<file path="src/rtl/line_fill_merge.sv">
// Assembles a cache line from a critical-word-first wrapping refill burst,
// merging a pending store word under byte strobes and forwarding the critical word.
module line_fill_merge #(
  parameter  int DATA_WIDTH      = 32,
  parameter  int Cache_line_size = 512,
  localparam int Addr_len        = $clog2(Cache_line_size / DATA_WIDTH)
) (
  input  logic                       clk,
  input  logic                       rst,
  input  logic                       start_valid,
  output logic                       start_ready,
  input  logic [Addr_len-1:0]        start_offset,
  input  logic                       st_en,
  input  logic [Addr_len-1:0]        st_offset,
  input  logic [DATA_WIDTH-1:0]      st_wdata,
  input  logic [DATA_WIDTH/8-1:0]    st_wstrb,
  input  logic                       beat_valid,
  output logic                       beat_ready,
  input  logic [DATA_WIDTH-1:0]      beat_data,
  input  logic                       beat_last,
  output logic                       crit_valid,
  output logic [DATA_WIDTH-1:0]      crit_data,
  output logic                       line_valid,
  input  logic                       line_ready,
  output logic [Cache_line_size-1:0] line_data,
  output logic                       err
);

  localparam int NWORDS = Cache_line_size / DATA_WIDTH;
  localparam int NBYTES = DATA_WIDTH / 8;

  typedef enum logic [1:0] {
    IDLE,
    FILL,
    DONE
  } state_e;

  state_e                     state_q, state_d;
  logic [Addr_len-1:0]        ptr_q, ptr_d;
  logic [Addr_len-1:0]        count_q, count_d;
  logic [Cache_line_size-1:0] line_q, line_d;
  logic                       crit_valid_q, crit_valid_d;
  logic [DATA_WIDTH-1:0]      crit_data_q, crit_data_d;
  logic                       err_q, err_d;
  logic                       st_en_q, st_en_d;
  logic [Addr_len-1:0]        st_offset_q, st_offset_d;
  logic [DATA_WIDTH-1:0]      st_wdata_q, st_wdata_d;
  logic [NBYTES-1:0]          st_wstrb_q, st_wstrb_d;
  logic [DATA_WIDTH-1:0]      merged_word;

  // The store only touches the beat whose wrapped offset matches its own.
  always_comb begin
    merged_word = beat_data;
    if (st_en_q && (ptr_q == st_offset_q)) begin
      for (int i = 0; i < NBYTES; i++) begin
        if (st_wstrb_q[i]) begin
          merged_word[8*i +: 8] = st_wdata_q[8*i +: 8];
        end
      end
    end
  end

  always_comb begin
    state_d      = state_q;
    ptr_d        = ptr_q;
    count_d      = count_q;
    line_d       = line_q;
    crit_valid_d = 1'b0;
    crit_data_d  = crit_data_q;
    err_d        = err_q;
    st_en_d      = st_en_q;
    st_offset_d  = st_offset_q;
    st_wdata_d   = st_wdata_q;
    st_wstrb_d   = st_wstrb_q;

    unique case (state_q)
      IDLE: begin
        if (start_valid) begin
          ptr_d       = start_offset;
          count_d     = '0;
          st_en_d     = st_en;
          st_offset_d = st_offset;
          st_wdata_d  = st_wdata;
          st_wstrb_d  = st_wstrb;
          line_d      = '0;
          err_d       = 1'b0;
          state_d     = FILL;
        end
      end
      FILL: begin
        if (beat_valid) begin
          line_d[int'(ptr_q) * DATA_WIDTH +: DATA_WIDTH] = merged_word;
          ptr_d   = ptr_q + Addr_len'(1);
          count_d = count_q + Addr_len'(1);
          if (count_q == '0) begin
            crit_valid_d = 1'b1;
            crit_data_d  = merged_word;
          end
          // A full burst without beat_last, or a short one ending early, is a length error.
          if (count_q == Addr_len'(NWORDS - 1)) begin
            state_d = DONE;
            if (!beat_last) err_d = 1'b1;
          end else if (beat_last) begin
            state_d = DONE;
            err_d   = 1'b1;
          end
        end
      end
      DONE: begin
        if (line_ready) state_d = IDLE;
      end
      default: state_d = IDLE;
    endcase
  end

  always_ff @(posedge clk) begin
    if (rst) begin
      state_q      <= IDLE;
      ptr_q        <= '0;
      count_q      <= '0;
      line_q       <= '0;
      crit_valid_q <= 1'b0;
      crit_data_q  <= '0;
      err_q        <= 1'b0;
      st_en_q      <= 1'b0;
      st_offset_q  <= '0;
      st_wdata_q   <= '0;
      st_wstrb_q   <= '0;
    end else begin
      state_q      <= state_d;
      ptr_q        <= ptr_d;
      count_q      <= count_d;
      line_q       <= line_d;
      crit_valid_q <= crit_valid_d;
      crit_data_q  <= crit_data_d;
      err_q        <= err_d;
      st_en_q      <= st_en_d;
      st_offset_q  <= st_offset_d;
      st_wdata_q   <= st_wdata_d;
      st_wstrb_q   <= st_wstrb_d;
    end
  end

  assign start_ready = (state_q == IDLE);
  assign beat_ready  = (state_q == FILL);
  assign line_valid  = (state_q == DONE);
  assign line_data   = line_q;
  assign crit_valid  = crit_valid_q;
  assign crit_data   = crit_data_q;
  assign err         = err_q;

endmodule

</file>
<file path="config.mk">
export PLATFORM = sky130hd
export DESIGN_NAME = line_fill_merge
export DESIGN_NICKNAME = d
export VERILOG_FILES = /design/src/rtl/line_fill_merge.sv
export SDC_FILE = /design/constraint.sdc
export NUM_CORES = 1
export LEC_CHECK = 0
export BUFFER_PORTS_ARGS = -buffer_cell sky130_fd_sc_hd__buf_2
export CAP_MARGIN = 20
export CELL_PAD_IN_SITES_DETAIL_PLACEMENT = 1
export CELL_PAD_IN_SITES_GLOBAL_PLACEMENT = 2
export CORE_MARGIN = 5
export CORE_UTILIZATION = 31
export DETAILED_ROUTE_END_ITERATION = 10
export PLACE_DENSITY_LB_ADDON = 0.1
export SLEW_MARGIN = 20
export SYNTH_ARGS = -nofsm -noshare
export SYNTH_HDL_FRONTEND = slang
export SYNTH_SLANG_ARGS = --single-unit
</file>
<file path="constraint.sdc">
create_clock -name clk -period 2.58 [get_ports clk]
set_input_delay 0.387 -clock clk [delete_from_list [all_inputs] [get_ports clk]]
set_output_delay 0.387 -clock clk [all_outputs]
set_load 0.005 [all_outputs]
</file>
# ---- Yosys cells after proc, flatten, opt, wreduce, memory -nomap -nowiden
# Cells that the tools add are included.
dict set report word_totals {
  ff_bits 597
  input_bits 83
  output_inout_bits 549
  elab_cells 65
}
dict set report classes {
  add_sub_neg 3
  n_eq_ne 9
  n_shift 2
  muxes 28
  n_bitwise 2
  reduce_logical 10
}
# op n
set op_table {}
lappend op_table {{$mux 512} 2}
lappend op_table {{$pmux 512 s2} 1}
lappend op_table {{$bwmux 512} 1}
lappend op_table {{$shift 32x33->512 const A} 1}
lappend op_table {{$shiftx 32x33->512} 1}
lappend op_table {{$neg 9->33} 1}
lappend op_table {{$mux 32} 1}
lappend op_table {{$mux 8} 4}
lappend op_table {{$mux 4} 4}
lappend op_table {{$pmux 4 s2} 2}
lappend op_table {{$mux 2} 5}
lappend op_table {{$add 4x1->4 const B} 2}
lappend op_table {{$mux 1} 6}
lappend op_table {{$pmux 2 s3} 1}
lappend op_table {{$reduce_and 3->1} 2}
lappend op_table {{$reduce_and 5->1} 1}
lappend op_table {{$eq 4x4->1} 1}
lappend op_table {{$eq 4x4->1 const B} 1}
lappend op_table {{$logic_not 4->1} 1}
lappend op_table {{$ne 2x2->1 const B} 2}
lappend op_table {{$reduce_and 4->1} 1}
lappend op_table {{$ne 3x1->1 const B} 1}
lappend op_table {{$ne 3x3->1 const B} 1}
lappend op_table {{$reduce_or 3->1} 1}
lappend op_table {{other kinds (9)} 10}

# ---- Depth between registers and ports, before layout
# Gate-level depths: netlist (run 1).
dict set report depth {
  word_depth 7
  mapped_depth 10
  ltp_nobuf 7
}

# ---- Worst setup path before layout (run 1)
# No wires, ideal clock.
dict set report synth_path {
  kind {flip-flop to flip-flop}
  from {register ptr_q[2]}
  to {register line_q[130] (netlist: line_data[130])}
  setup_time_ns 0.131
  arrival_ns 2.123
  t_required_ns 2.449
  setup_slack_ns 0.325
  stages_incl_launch_ff 9
  path_buffers 2
  period_less_slack_ns 2.255
  cell_sequence {dfxtp_1 clkbuf_1 nor3_1 ha_1 inv_1 nor3b_1 a31oi_1 clkbuf_1 o2bb2ai_1}
}
dict set report synth_via {
  elab_chain_len 7
  elab_cells_between_ends 9
  cone_classes {add/sub (1); eq/ne (1); shift (2); mux (4); reduce/logical (1)}
}
# element line
set synth_lines {}
lappend synth_lines {{start: declaration} 39} ;# logic [Addr_len-1:0] ptr_q, ptr_d;
lappend synth_lines {{start signal: assignment} 131} ;# ptr_q <= ptr_d;
lappend synth_lines {{parallel branches: the longest is 4 deep, another holds $neg 9->33} n/a}
lappend synth_lines {{$bwmux 512 *} 92} ;# line_d[int'(ptr_q) * DATA_WIDTH +: DATA_WIDTH] = merged_word;
lappend synth_lines {{$mux 512 *} 91} ;# if (beat_valid) begin
lappend synth_lines {{$pmux 512 s2 *} 76} ;# unique case (state_q)
lappend synth_lines {{end signal: assignment} 133} ;# line_q <= line_d;
lappend synth_lines {{end: declaration} 41} ;# logic [Cache_line_size-1:0] line_q, line_d;
# Every way passes the cells marked *. The select of a mux whose other input is x is not followed.
# A chain may end at the register's enable or synchronous reset.

# ---- Final worst setup path (run 1)
dict set report layout_path {
  from {register ptr_q[1]}
  to {register line_q[0] (netlist: line_data[0])}
}
# Same word-level chain as after synthesis.

==> run summary, run 1 <==
• 2.92 ns — critical path data arrival time
• 0.0156 W — internal cell power
• 597 — number of synthesized register bits
• 64.5 mm — HPWL Detailed
• 0 — warnings from Yosys
• 36.8% — signed area change from the synthesized netlist to the final layout
• 407 MHz — top achievable clock speed
• 0.597 — proportion of synthesized chip area in sequential cells
• 2.46 ns — Tmin final
• 0.426 — post-layout utilization of the core
• 0.812 — final weighted congestion of routability-driven global placement
• 93.0 mm — WL final
• 0.353 — ratio of cells with drive above 1 in the final layout
• 0.00508 W — switching power of the nets
• 130 mm — global-route wire length before repair
• 7306 — number of inserted filler cells in the final layout
• 264 µm — die extent in x
• 755 nW/µm² — power per unit of standard cell area
• 3345 — number of placed instances, taps included
• 0.000389 V — Peak VDD IR
• 64200 µm² — Core Footprint
• sky130_fd_sc_hd__buf_2 — most frequent standard cell in the layout excluding fill and tap cells
• finished clean — status
• 17400 — vias
• 0 — endpoints failing hold
• 0.06 ns — clock transition time at the flip-flop clock pins of the worst setup and hold paths
• 0.0396 ns — worst hold margin
• 93 — Core Rows
• sky130_fd_sc_hd__or3b_2 — slowest library cell on the worst path
• 0.60 ns — latest clock arrival within the worst-skew pair
• 0.12 ns — slack of the worst reg-to-reg path
• 1.05 ns — worst-margin pin slew
• 4.98 — post-detailed-route via-to-cell ratio
• 1924 — instance count of the mapped netlist
• register to register — Setup CP Type
• 50 — number of distinct library cell variants in the gate-level netlist after synthesis
• 1024 — DRC violation total after the first TritonRoute iteration
• 3 — Clock Path Buffers
• 0.249 — global-route usage over all layers
• 27400 µm² — total non-filler cell area in the finished layout
• 0.469 — clock share of power
• 7 — length of the first detailed-routing pass in iterations
• 0.49 ns — largest stage delay on the critical path
• register — startpoint types
• 0.0207 W — total power after layout
• 0 — final number of max-transition violations
• 631 x sky130_fd_sc_hd__buf_2, 595 x sky130_fd_sc_hd__dfxtp_1, 392 x sky130_fd_sc_hd__nand2_1, 203 x sky130_fd_sc_hd__o2bb2ai_1, 196 x sky130_fd_sc_hd__o21ai_0 — most frequent cells in the layout
• 0 — DRC violation count after routing
• 3495 — Cell Count, Final, Fillers Out
• 0 — post-synthesis async set-or-reset flop share
• done — clock tree from TritonCTS
• 3 — deepest level of the CTS H-tree
• sky130_fd_sc_hd__dfxtp_1 — dominant register cell in the synthesized netlist
• 84 — maximum number of pins on one net before global-route repair
• 69800 µm² — die area
• 0.455 — sequential power share
• 0.076 — Logic pwr share
• 597 — number of sinks handled by clock tree synthesis
• 0 — antenna violation net count after detailed routing
• sky130_fd_sc_hd__clkbuf_16 — clock root cell
• 69 — clock buffers created by TritonCTS
• 20000 µm² — synthesized area
• 2014 — post-synthesis net count
• 632 — number of primary I/O pins
• 0 — number of max-cap violations
• 3.04 ns — required time worst endpoint
• 26.6 µm — drt wl/cell
• 2675 — net count of the finished layout
• register — Critical Path Sink Type
• input pin to register — path class of the lowest-slack min-delay path
• 0.246 — switching part of the total
• inv_2 -> ha_2 -> or3b_2 -> nor4bb_1 -> buf_4 -> a21oi_2 -> nand2_1 -> o21ai_0 — CP cell instances
• 0 — Congestion Overflow GR
• 0.0229 ns — setup clock skew after layout
• 631 — number of buffer cells added on primary ports
• 0 — final setup violation count
• 0.312 — initial cell density of the core
• 10.4 µm² — synthesized area divided by synthesized cell count
• 17800 — vias in the first global route
• 0.299 — max_slew headroom
• 12 — number of antenna violations at the first check in global routing
• 264 µm — die height
• 24900 µm² — post-detailed-placement cell area
• 0 — number of synthesized flops with an enable pin
• 0.953 — Tcrit/Tclk final
• 16 — Critical Path Fanout Max
• 11.8 nW — Leakage
• 0 — Post-CTS Setup Inserts
## power groups by stage
stage               Combinational (W)  Clock, W  Sequential [W]
finish                        0.00158   0.00970         0.00939
global route                  0.00167    0.0103         0.00940
detailed placement            0.00152         0         0.00959
global placement              0.00150         0         0.00959
floorplan                    0.000718         0         0.00958
CTS                           0.00155   0.00995         0.00939
## repair_timing
action	CTS	global route
hold endpoints to repair	20	0
pin swaps	0	4
endpoints found under the setup margin	4	203
hold buffers	20	0
gates resized for setup	2	9
gates cloned	0	4
## worst paths after layout
| path | endpoint | cells past startpoint | from |
|---|---|---|---|
| worst max-delay path | line_data[0]$_SDFFE_PP0P_ | 8 | ptr_q[1]$_SDFFE_PP0P_ |
| worst min-delay path | st_wdata_q[31]$_SDFFE_PP0P_ | 3 | st_wdata[31] |
| worst max register to register | line_data[0]$_SDFFE_PP0P_ | 8 | ptr_q[1]$_SDFFE_PP0P_ |
| worst min register to register | line_data[461]$_SDFFE_PP0P_ | 2 | line_data[461]$_SDFFE_PP0P_ |
## stage by stage
step | setup slack (ns) | setup TNS [ns]
after CTS | 0.0151 | 0
after global routing | -0.00809 | -0.00809
final | 0.122 | 0
after floorplan | 0.325 | 0
after global placement | 0.0884 | 0
after detailed placement | 0.0260 | 0
## worst max-delay path: cells and delay by family, from the launching register on
kind / cells / cell delay, ns
simple gates: 3 / 1.00
flops: 1 / 0.36
buf+inv: 2 / 0.35
compound gates: 2 / 0.35
fa+ha+maj: 1 / 0.26
## final cells by class
type,count,area (µm²),share of cell area
antenna,3,7.51,0.000274
clock buffer,107,2040,0.0746
clock inverter,16,181,0.00662
inverter,8,30.0,0.00110
multi-input combinational,1163,7480,0.273
sequential,597,12000,0.436
tap,855,1070,0.0391
timing repair buffer,746,4620,0.169
## flip-flops by register name (all words and copies together), names as in the netlist
signal,flops
crit_data,32
st_offset_q,4
st_wstrb_q,4
crit_valid,1
state_q,2
st_wdata_q,32
err,1
line_data,512
ptr_q,4
count_q,4
st_en_q,1
## cells by family after synthesis
family,synth area share
AOI/OAI and AO/OA,0.215
and+or+nand+nor,0.101
adders and majority gates,0.00437
DFF,0.597
xor gates and xnor gates,0.00175
buffers and inverters,0.0454
muxes,0.0365
## layer usage
layer / vias to the layer above / part of all wire / track usage
li1: 8100 / - / -
met1: 8678 / 0.43 / 0.319
met2: 515 / 0.47 / 0.411
met3: 112 / 0.070 / 0.0739
met4: 12 / 0.025 / 0.0694
met5: - / 0.00093 / 0
## Yosys cell counts (21+ instances only)
master / number / share of area
sky130_fd_sc_hd__buf_6: 30 / 0.017
sky130_fd_sc_hd__dfxtp_1: 597 / 0.60
sky130_fd_sc_hd__o2bb2ai_2: 21 / 0.016
sky130_fd_sc_hd__nor2_1: 54 / 0.010
sky130_fd_sc_hd__o2bb2ai_1: 203 / 0.089
sky130_fd_sc_hd__mux2i_4: 32 / 0.036
sky130_fd_sc_hd__o21ai_1: 87 / 0.022
sky130_fd_sc_hd__nand2_1: 392 / 0.073
sky130_fd_sc_hd__o21ai_0: 197 / 0.049
sky130_fd_sc_hd__a21oi_1: 57 / 0.014
sky130_fd_sc_hd__a211oi_1: 32 / 0.012
sky130_fd_sc_hd__clkbuf_1: 117 / 0.022
Note: power is estimated with default switching activity, not from simulation.
==> run 2: changes to the inputs <==
==> constraint.sdc (replaced) <==
create_clock -name clk -period 2.65 [get_ports clk]
set_input_delay 0.3975 -clock clk [delete_from_list [all_inputs] [get_ports clk]]
set_output_delay 0.3975 -clock clk [all_outputs]
set_load 0.005 [all_outputs]
==> run 2 against run 1 <==
  * Hold slack gained 0.0012 ns
  * Register-to-register slack gained 0.09 ns
  * Largest cell class unchanged
  * Clock power rose by 2.8%
  * Highest routed layer unchanged
  * Critical path type unchanged
  * Utilization hardly changed
  * Largest power group unchanged
==> run summary, run 2 (synthesized netlist as in run 1, its figures left out) <==
• 15 — number of antenna violations at the first check in global routing, +3
• 0 — DRC violation count after routing, unchanged
• 0.0252 ns — setup clock skew after layout, +0.00225 ns
• 0 — final setup violation count, unchanged
• 0 — number of max-cap violations, unchanged
• st_wdata[20] — Hold Startpoint
• 631 — number of buffer cells added on primary ports, unchanged
• 0 — antenna violation net count after detailed routing, unchanged
• line_data[85]$_SDFFE_PP0P_ — end of the worst register-to-register path
• sky130_fd_sc_hd__buf_4 — cell repeated most along the worst path
• 3 — Clock Path Buffers, unchanged
• 632 — number of primary I/O pins, unchanged
• 26.5 µm — drt wl/cell, -0.23%
• 64.3 mm — HPWL Detailed, -0.27%
• 69800 µm² — die area, unchanged
• 32 — Critical Path Fanout Max, +16
• 0.06 ns — clock transition time at the flip-flop clock pins of the worst setup and hold paths, about the same
• 3.17 ns — required time worst endpoint, +0.13 ns
• 3 — Worst Hold Depth, unchanged
• register to register — Setup CP Type
• 0 — final number of max-transition violations, unchanged
• 0.362 — ratio of cells with drive above 1 in the final layout, +0.00840
• 3 — deepest level of the CTS H-tree, unchanged
• 92.4 mm — WL final, -0.66%
• 0.249 — global-route usage over all layers, +0.000507
• sky130_fd_sc_hd__clkbuf_16 — clock root cell
• 0 ns — Setup TNS, unchanged
• 0.42 ns — largest stage delay on the critical path, -0.07 ns
• register — startpoint types
• 84 — maximum number of pins on one net before global-route repair, unchanged
• done — clock tree from TritonCTS
• 5.02 — post-detailed-route via-to-cell ratio, +0.69%
• buffers and inverters — dominant delay contributor by cell family on the critical path
• 36.7% — signed area change from the synthesized netlist to the final layout, about the same
• 3343 — number of placed instances, taps included, -0.060%
• 0 — hold buffer count at cts, -100%
• 754 nW/µm² — power per unit of standard cell area, -0.11%
• 0.312 — initial cell density of the core, unchanged
• 0.920 — Tcrit/Tclk final, -0.0323
• 3480 — Cell Count, Final, Fillers Out, -0.43%
• 69 — clock buffers created by TritonCTS, unchanged
• 93 — Core Rows, unchanged
• 264 µm — die extent in x, unchanged
• 264 µm — die height, unchanged
• 0.821 — final weighted congestion of routability-driven global placement, +1.1%
• 3 — total buffers and inverters traversed by the critical path, +1
• 130 mm — global-route wire length before repair, +0.19%
• 0.270 — max_slew headroom, -0.0282
• 0.000371 V — Peak VDD IR, -4.8%
• 631 x sky130_fd_sc_hd__buf_2, 595 x sky130_fd_sc_hd__dfxtp_1, 392 x sky130_fd_sc_hd__nand2_1, 203 x sky130_fd_sc_hd__o2bb2ai_1, 197 x sky130_fd_sc_hd__o21ai_0 — most frequent cells in the layout
• inv_2 -> ha_1 -> nor2b_1 -> o311a_1 -> buf_4 -> and3_1 -> nand2_1 -> buf_4 -> o21ai_0 — CP cell instances
• 11.9 nW — Leakage, +0.23%
• 2.44 ns — Tmin final, -0.0189 ns
• 2660 — net count of the finished layout, -0.56%
• false — setup repair after global routing missed its margin
• 1082 — DRC violation total after the first TritonRoute iteration, +5.7%
• 0 — endpoints failing hold, unchanged
• 0.21 ns — slack of the worst reg-to-reg path, +0.09 ns
• -0.147 ns — Setup Slack @ Placement, -0.173 ns
• 0 — Congestion Overflow GR, unchanged
• 5 — length of the first detailed-routing pass in iterations, -2
• 410 MHz — top achievable clock speed, +0.78%
• ptr_q[1]$_SDFFE_PP0P_ — worst reg2reg startpoint
• finished clean — status
• sky130_fd_sc_hd__dfxtp_2 — slowest library cell on the worst path
• 0.60 ns — latest clock arrival within the worst-skew pair, about the same
• 7292 — number of inserted filler cells in the final layout, -0.19%
• sky130_fd_sc_hd__buf_2 — most frequent standard cell in the layout excluding fill and tap cells
• 64200 µm² — Core Footprint, unchanged
• 9 — cells on worst reg2reg path, +1
• register — Critical Path Sink Type
• 2.95 ns — critical path data arrival time, +0.03 ns
• 17500 — vias, +0.26%
• 597 — number of sinks handled by clock tree synthesis, unchanged
• 17900 — vias in the first global route, +0.63%
• 512 — flip-flop count of the largest register after layout, unchanged
• input pin to register — path class of the lowest-slack min-delay path
• st_wdata_q[20]$_SDFFE_PP0P_ — end point of the most critical hold path
• 0.211 ns — min setup slack post-route, +0.0889 ns
• 0.0408 ns — worst hold margin, +0.00122 ns
• 1.09 ns — worst-margin pin slew, +0.0423 ns
## run 2: cell types whose count changed in the layout (fill, tap and decap cells not counted), moves of 3 or more
cell	delta
sky130_fd_sc_hd__buf_12	-3
sky130_fd_sc_hd__dlygate4sd3_1	-20
sky130_fd_sc_hd__clkbuf_8	+4
sky130_fd_sc_hd__bufinv_16	+3
sky130_fd_sc_hd__buf_4	+8
sky130_fd_sc_hd__clkbuf_1	-15
## run 2: what timing repair did
item | in CTS | in global routing
setup endpoints to repair | 81 | 108
hold endpoints to repair | 0 | 0
gates cloned | 1 | 3
setup buffers | 4 | 3
resized for setup | 3 | 6
pin swaps | 2 | 4
## run 2: how the worst max path moves through the flow
stage | startpoint | endpoint | slack (ns) | cells after the start
floorplan | ptr_q[2]$_SDFFE_PP0P_ | line_data[130]$_SDFFE_PP0P_ | 0.40 | 8
global placement | ptr_q[1]$_SDFFE_PP0P_ | line_data[17]$_SDFFE_PP0P_ | 0.05 | 7
detailed placement | ptr_q[1]$_SDFFE_PP0P_ | line_data[28]$_SDFFE_PP0P_ | -0.15 | 7
CTS | ptr_q[1]$_SDFFE_PP0P_ | line_data[201]$_SDFFE_PP0P_ | 0.04 | 8
global route | ptr_q[1]$_SDFFE_PP0P_ | line_data[484]$_SDFFE_PP0P_ | 0.03 | 9
finish | ptr_q[1]$_SDFFE_PP0P_ | line_data[85]$_SDFFE_PP0P_ | 0.21 | 9
## run 2: routing by layer
metal | GRT usage | up-vias | part of all wire
met5 | 0 | - | 0.0013
met4 | 0.0698 | 18 | 0.028
met3 | 0.0883 | 136 | 0.079
met2 | 0.411 | 554 | 0.47
met1 | 0.310 | 8698 | 0.42
li1 | - | 8056 | -
## run 2: power by group
part / internal [W] / total (W) / switching, W
Clock: 0.00609 / 0.00997 / 0.00388
Combinational: 0.000485 / 0.00151 / 0.00103
Sequential: 0.00907 / 0.00914 / 0.0000746
## run 2: worst reg2reg max path, delay by kind of cell (launching register included)
kind            cells  cell delay [ns]
flops               1             0.42
buf+inv             3             0.66
compound gates      2             0.54
fa+ha+maj           1             0.28
simple gates        3             0.48
## run 2: final cells by class
type,count,area [µm²],share of cell area
timing repair buffer,731,4420,0.162
sequential,597,12000,0.437
clock inverter,23,298,0.0109
antenna,5,12.5,0.000457
inverter,8,30.0,0.00110
multi-input combinational,1163,7490,0.274
tap,855,1070,0.0391
clock buffer,98,2090,0.0764
## run 2: metrics by stage
step	utilization	total power (W)	cell area, µm²
floorplan	-	0.0100	20000
global placement	0.386	0.0108	24800
detailed placement	0.386	0.0108	24800
CTS	0.424	0.0208	27300
global route	0.426	0.0214	27400
finish	0.426	0.0206	27400
==> run 3: changes to the inputs <==
--- a/config.mk
+++ b/config.mk
@@ -13,6 +13,7 @@
 export CORE_UTILIZATION = 31
 export DETAILED_ROUTE_END_ITERATION = 10
 export PLACE_DENSITY_LB_ADDON = 0.1
+export RECOVER_POWER = 25
 export SLEW_MARGIN = 20
 export SYNTH_ARGS = -nofsm -noshare
 export SYNTH_HDL_FRONTEND = slang
==> run 3 against run 2 <==
  * Maximum frequency is 0.14% lower
  * Final area is 1.0% lower
  * Flip-flop and latch count stayed put
  * Clock power hardly changed
  * Final cell count stayed put
  * Routed wire length hardly changed
  * Critical path depth stayed put
  * Hold slack worse by 0.00088 ns
  * Critical path type unchanged
  * Largest power group unchanged
==> run summary, run 3 (synthesized netlist as in run 1, its figures left out) <==
• finished clean — status
• 597 — number of sinks handled by clock tree synthesis, unchanged
• 1.08 ns — worst-margin pin slew, -0.0170 ns
• 35.3% — signed area change from the synthesized netlist to the final layout
• 0 — Congestion Overflow GR, unchanged
• 0 — DRC violation count after routing, unchanged
• 0.073 — Logic pwr share, about the same
• 0.0156 W — internal cell power, about the same
• 32 — Critical Path Fanout Max, unchanged
• 93 — Core Rows, unchanged
• 0 ns — Setup TNS, unchanged
• 0.60 ns — latest clock arrival within the worst-skew pair, about the same
• 409 MHz — top achievable clock speed, -0.14%
• 0.422 — post-layout utilization of the core, -0.00425
• 15 — number of antenna violations at the first check in global routing, unchanged
• ptr_q[1]$_SDFFE_PP0P_ — worst reg2reg startpoint
• 2660 — net count of the finished layout, unchanged
• line_data[85]$_SDFFE_PP0P_ — termination of the worst setup path
• 0 — number of max-cap violations, unchanged
• line_data[85]$_SDFFE_PP0P_ — end of the worst register-to-register path
• 0.0206 W — total power after layout, about the same
• register to register — Setup CP Type
• register — Critical Path Sink Type
• 0.821 — final weighted congestion of routability-driven global placement, unchanged
• 0.312 — initial cell density of the core, unchanged
• 2.44 ns — Tmin final, +0.00331 ns
• 0.242 — switching part of the total, about the same
• 9 — cells on worst reg2reg path, unchanged
• 69 — clock buffers created by TritonCTS, unchanged
• 0 — final setup violation count, unchanged
• sky130_fd_sc_hd__dfxtp_1 — most frequent standard cell in the layout excluding fill and tap cells
• 64.3 mm — HPWL Detailed, unchanged
• 92.4 mm — WL final, about the same
• 761 nW/µm² — power per unit of standard cell area, +0.99%
• 3.17 ns — required time worst endpoint, about the same
• 64200 µm² — Core Footprint, unchanged
• 130 mm — global-route wire length before repair, unchanged
• 84 — maximum number of pins on one net before global-route repair, unchanged
• 0.000372 V — Peak VDD IR, +0.40%
• 632 — number of primary I/O pins, unchanged
• 0 — hold buffer count at cts, unchanged
• register — startpoint types
• 0.0237 ns — setup clock skew after layout, -0.00150 ns
• 0.279 — ratio of cells with drive above 1 in the final layout, -0.0824
• ptr_q[1]$_SDFFE_PP0P_ — start point of the critical path
• 0.922 — Tcrit/Tclk final, +0.00125
• input pin to register — path class of the lowest-slack min-delay path
• 264 µm — die extent in x, unchanged
• 0.282 — max_slew headroom, +0.0113
• 264 µm — die height, unchanged
• 1093 — DRC violation total after the first TritonRoute iteration, +1.0%
• done — clock tree from TritonCTS
• 0.483 — clock share of power, about the same
• sky130_fd_sc_hd__buf_4 — cell repeated most along the worst path
• 3 — deepest level of the CTS H-tree, unchanged
• 10.9 nW — Leakage, -8.0%
• 69800 µm² — die area, unchanged
• inv_2 -> ha_1 -> nor2b_1 -> o311a_1 -> buf_4 -> and3_1 -> nand2_1 -> buf_4 -> o21ai_0 — CP cell instances
• 512 — flip-flop count of the largest register after layout, unchanged
• 7386 — number of inserted filler cells in the final layout, +1.3%
• 631 — number of buffer cells added on primary ports, unchanged
• 0.06 ns — clock transition time at the flip-flop clock pins of the worst setup and hold paths, about the same
• 0.21 ns — slack of the worst reg-to-reg path, about the same
• 2.96 ns — critical path data arrival time, about the same
• 3343 — number of placed instances, taps included, unchanged
• 0 — antenna violation net count after detailed routing, unchanged
• 3 — Clock Path Buffers, unchanged
• 0.443 — sequential power share, about the same
• 3480 — Cell Count, Final, Fillers Out, unchanged
• 0 — final number of max-transition violations, unchanged
• false — setup repair after global routing missed its margin
• 595 x sky130_fd_sc_hd__dfxtp_1, 416 x sky130_fd_sc_hd__buf_2, 392 x sky130_fd_sc_hd__nand2_1, 223 x sky130_fd_sc_hd__clkbuf_1, 203 x sky130_fd_sc_hd__o2bb2ai_1 — most frequent cells in the layout
• 0 — endpoints failing hold, unchanged
• 5.01 — post-detailed-route via-to-cell ratio, about the same
• 0.00498 W — switching power of the nets, about the same
• 17900 — vias in the first global route, unchanged
• 0.249 — global-route usage over all layers, unchanged
• 26.6 µm — drt wl/cell, about the same
• 4 — length of the first detailed-routing pass in iterations, -1
• sky130_fd_sc_hd__clkbuf_16 — clock root cell
• sky130_fd_sc_hd__dfxtp_2 — slowest library cell on the worst path
• 17500 — vias, -0.069%
• 0.42 ns — largest stage delay on the critical path, about the same
## run 3: cell count changes in the layout (fill, tap and decap cells not counted)
cell,previous run,this run
sky130_fd_sc_hd__buf_2,631,416
sky130_fd_sc_hd__buf_4,59,58
sky130_fd_sc_hd__buf_1,0,1
sky130_fd_sc_hd__clkbuf_1,8,223
## run 3: worst min path at each step
stage	cells after the start	start	to
6_report	3	st_wdata[21]	st_wdata_q[21]$_SDFFE_PP0P_
4_1_cts	3	st_wdata[21]	st_wdata_q[21]$_SDFFE_PP0P_
3_3_place_gp	2	line_data[448]$_SDFFE_PP0P_	line_data[448]$_SDFFE_PP0P_
2_1_floorplan	2	st_en_q$_SDFFE_PP0P_	st_en_q$_SDFFE_PP0P_
3_5_place_dp	2	line_data[51]$_SDFFE_PP0P_	line_data[51]$_SDFFE_PP0P_
5_1_grt	3	st_wdata[19]	st_wdata_q[19]$_SDFFE_PP0P_
## run 3: power by group through the flow
stage               registers (W)  logic, W  clock network, W
global route              0.00915   0.00161            0.0106
finish                    0.00914   0.00151           0.00997
detailed placement        0.00934   0.00147                 0
floorplan                 0.00933  0.000699                 0
global placement          0.00933   0.00144                 0
CTS                       0.00914   0.00150            0.0102
## run 3: critical path: cells and delay by family (launching register included)
kind                       cells  cell delay [ns]
AOI/OAI and AO/OA              2             0.51
DFF                            1             0.42
buffers and inverters          3             0.65
adders and majority gates      1             0.28
and+or+nand+nor                3             0.47
## run 3: final cells by class
cell class,count,area [µm²],share of cell area
tap,855,1070,0.0395
timing repair buffer,731,4150,0.153
multi-input combinational,1163,7490,0.276
sequential,597,12000,0.441
antenna,5,12.5,0.000462
clock inverter,23,298,0.0110
inverter,8,30.0,0.00111
clock buffer,98,2090,0.0772
## run 3: layer usage
metal / track usage / vias to the layer above / wire [µm]
met5: 0 / - / 121
met1: 0.310 / 8688 / 39000
met2: 0.411 / 534 / 43500
met4: 0.0698 / 18 / 2600
li1: - / 8071 / -
met3: 0.0883 / 139 / 7270
## run 3: per-stage QoR
stage	hold WS, ns	worst slack (ns)	instance area (µm²)
6_report	0.0399	0.208	27100
3_3_place_gp	0.431	0.0527	24800
5_1_grt	0.0228	0.0274	27100
3_5_place_dp	0.436	-0.147	24800
2_1_floorplan	0.437	0.395	20000
4_1_cts	0.00117	0.0416	27300
## run 3: repair_timing
action,4_1_cts,5_1_grt
gates cloned,1,3
pin swaps,2,4
gates resized for setup,3,6
setup buffers,4,3
endpoints found under the setup margin,81,108
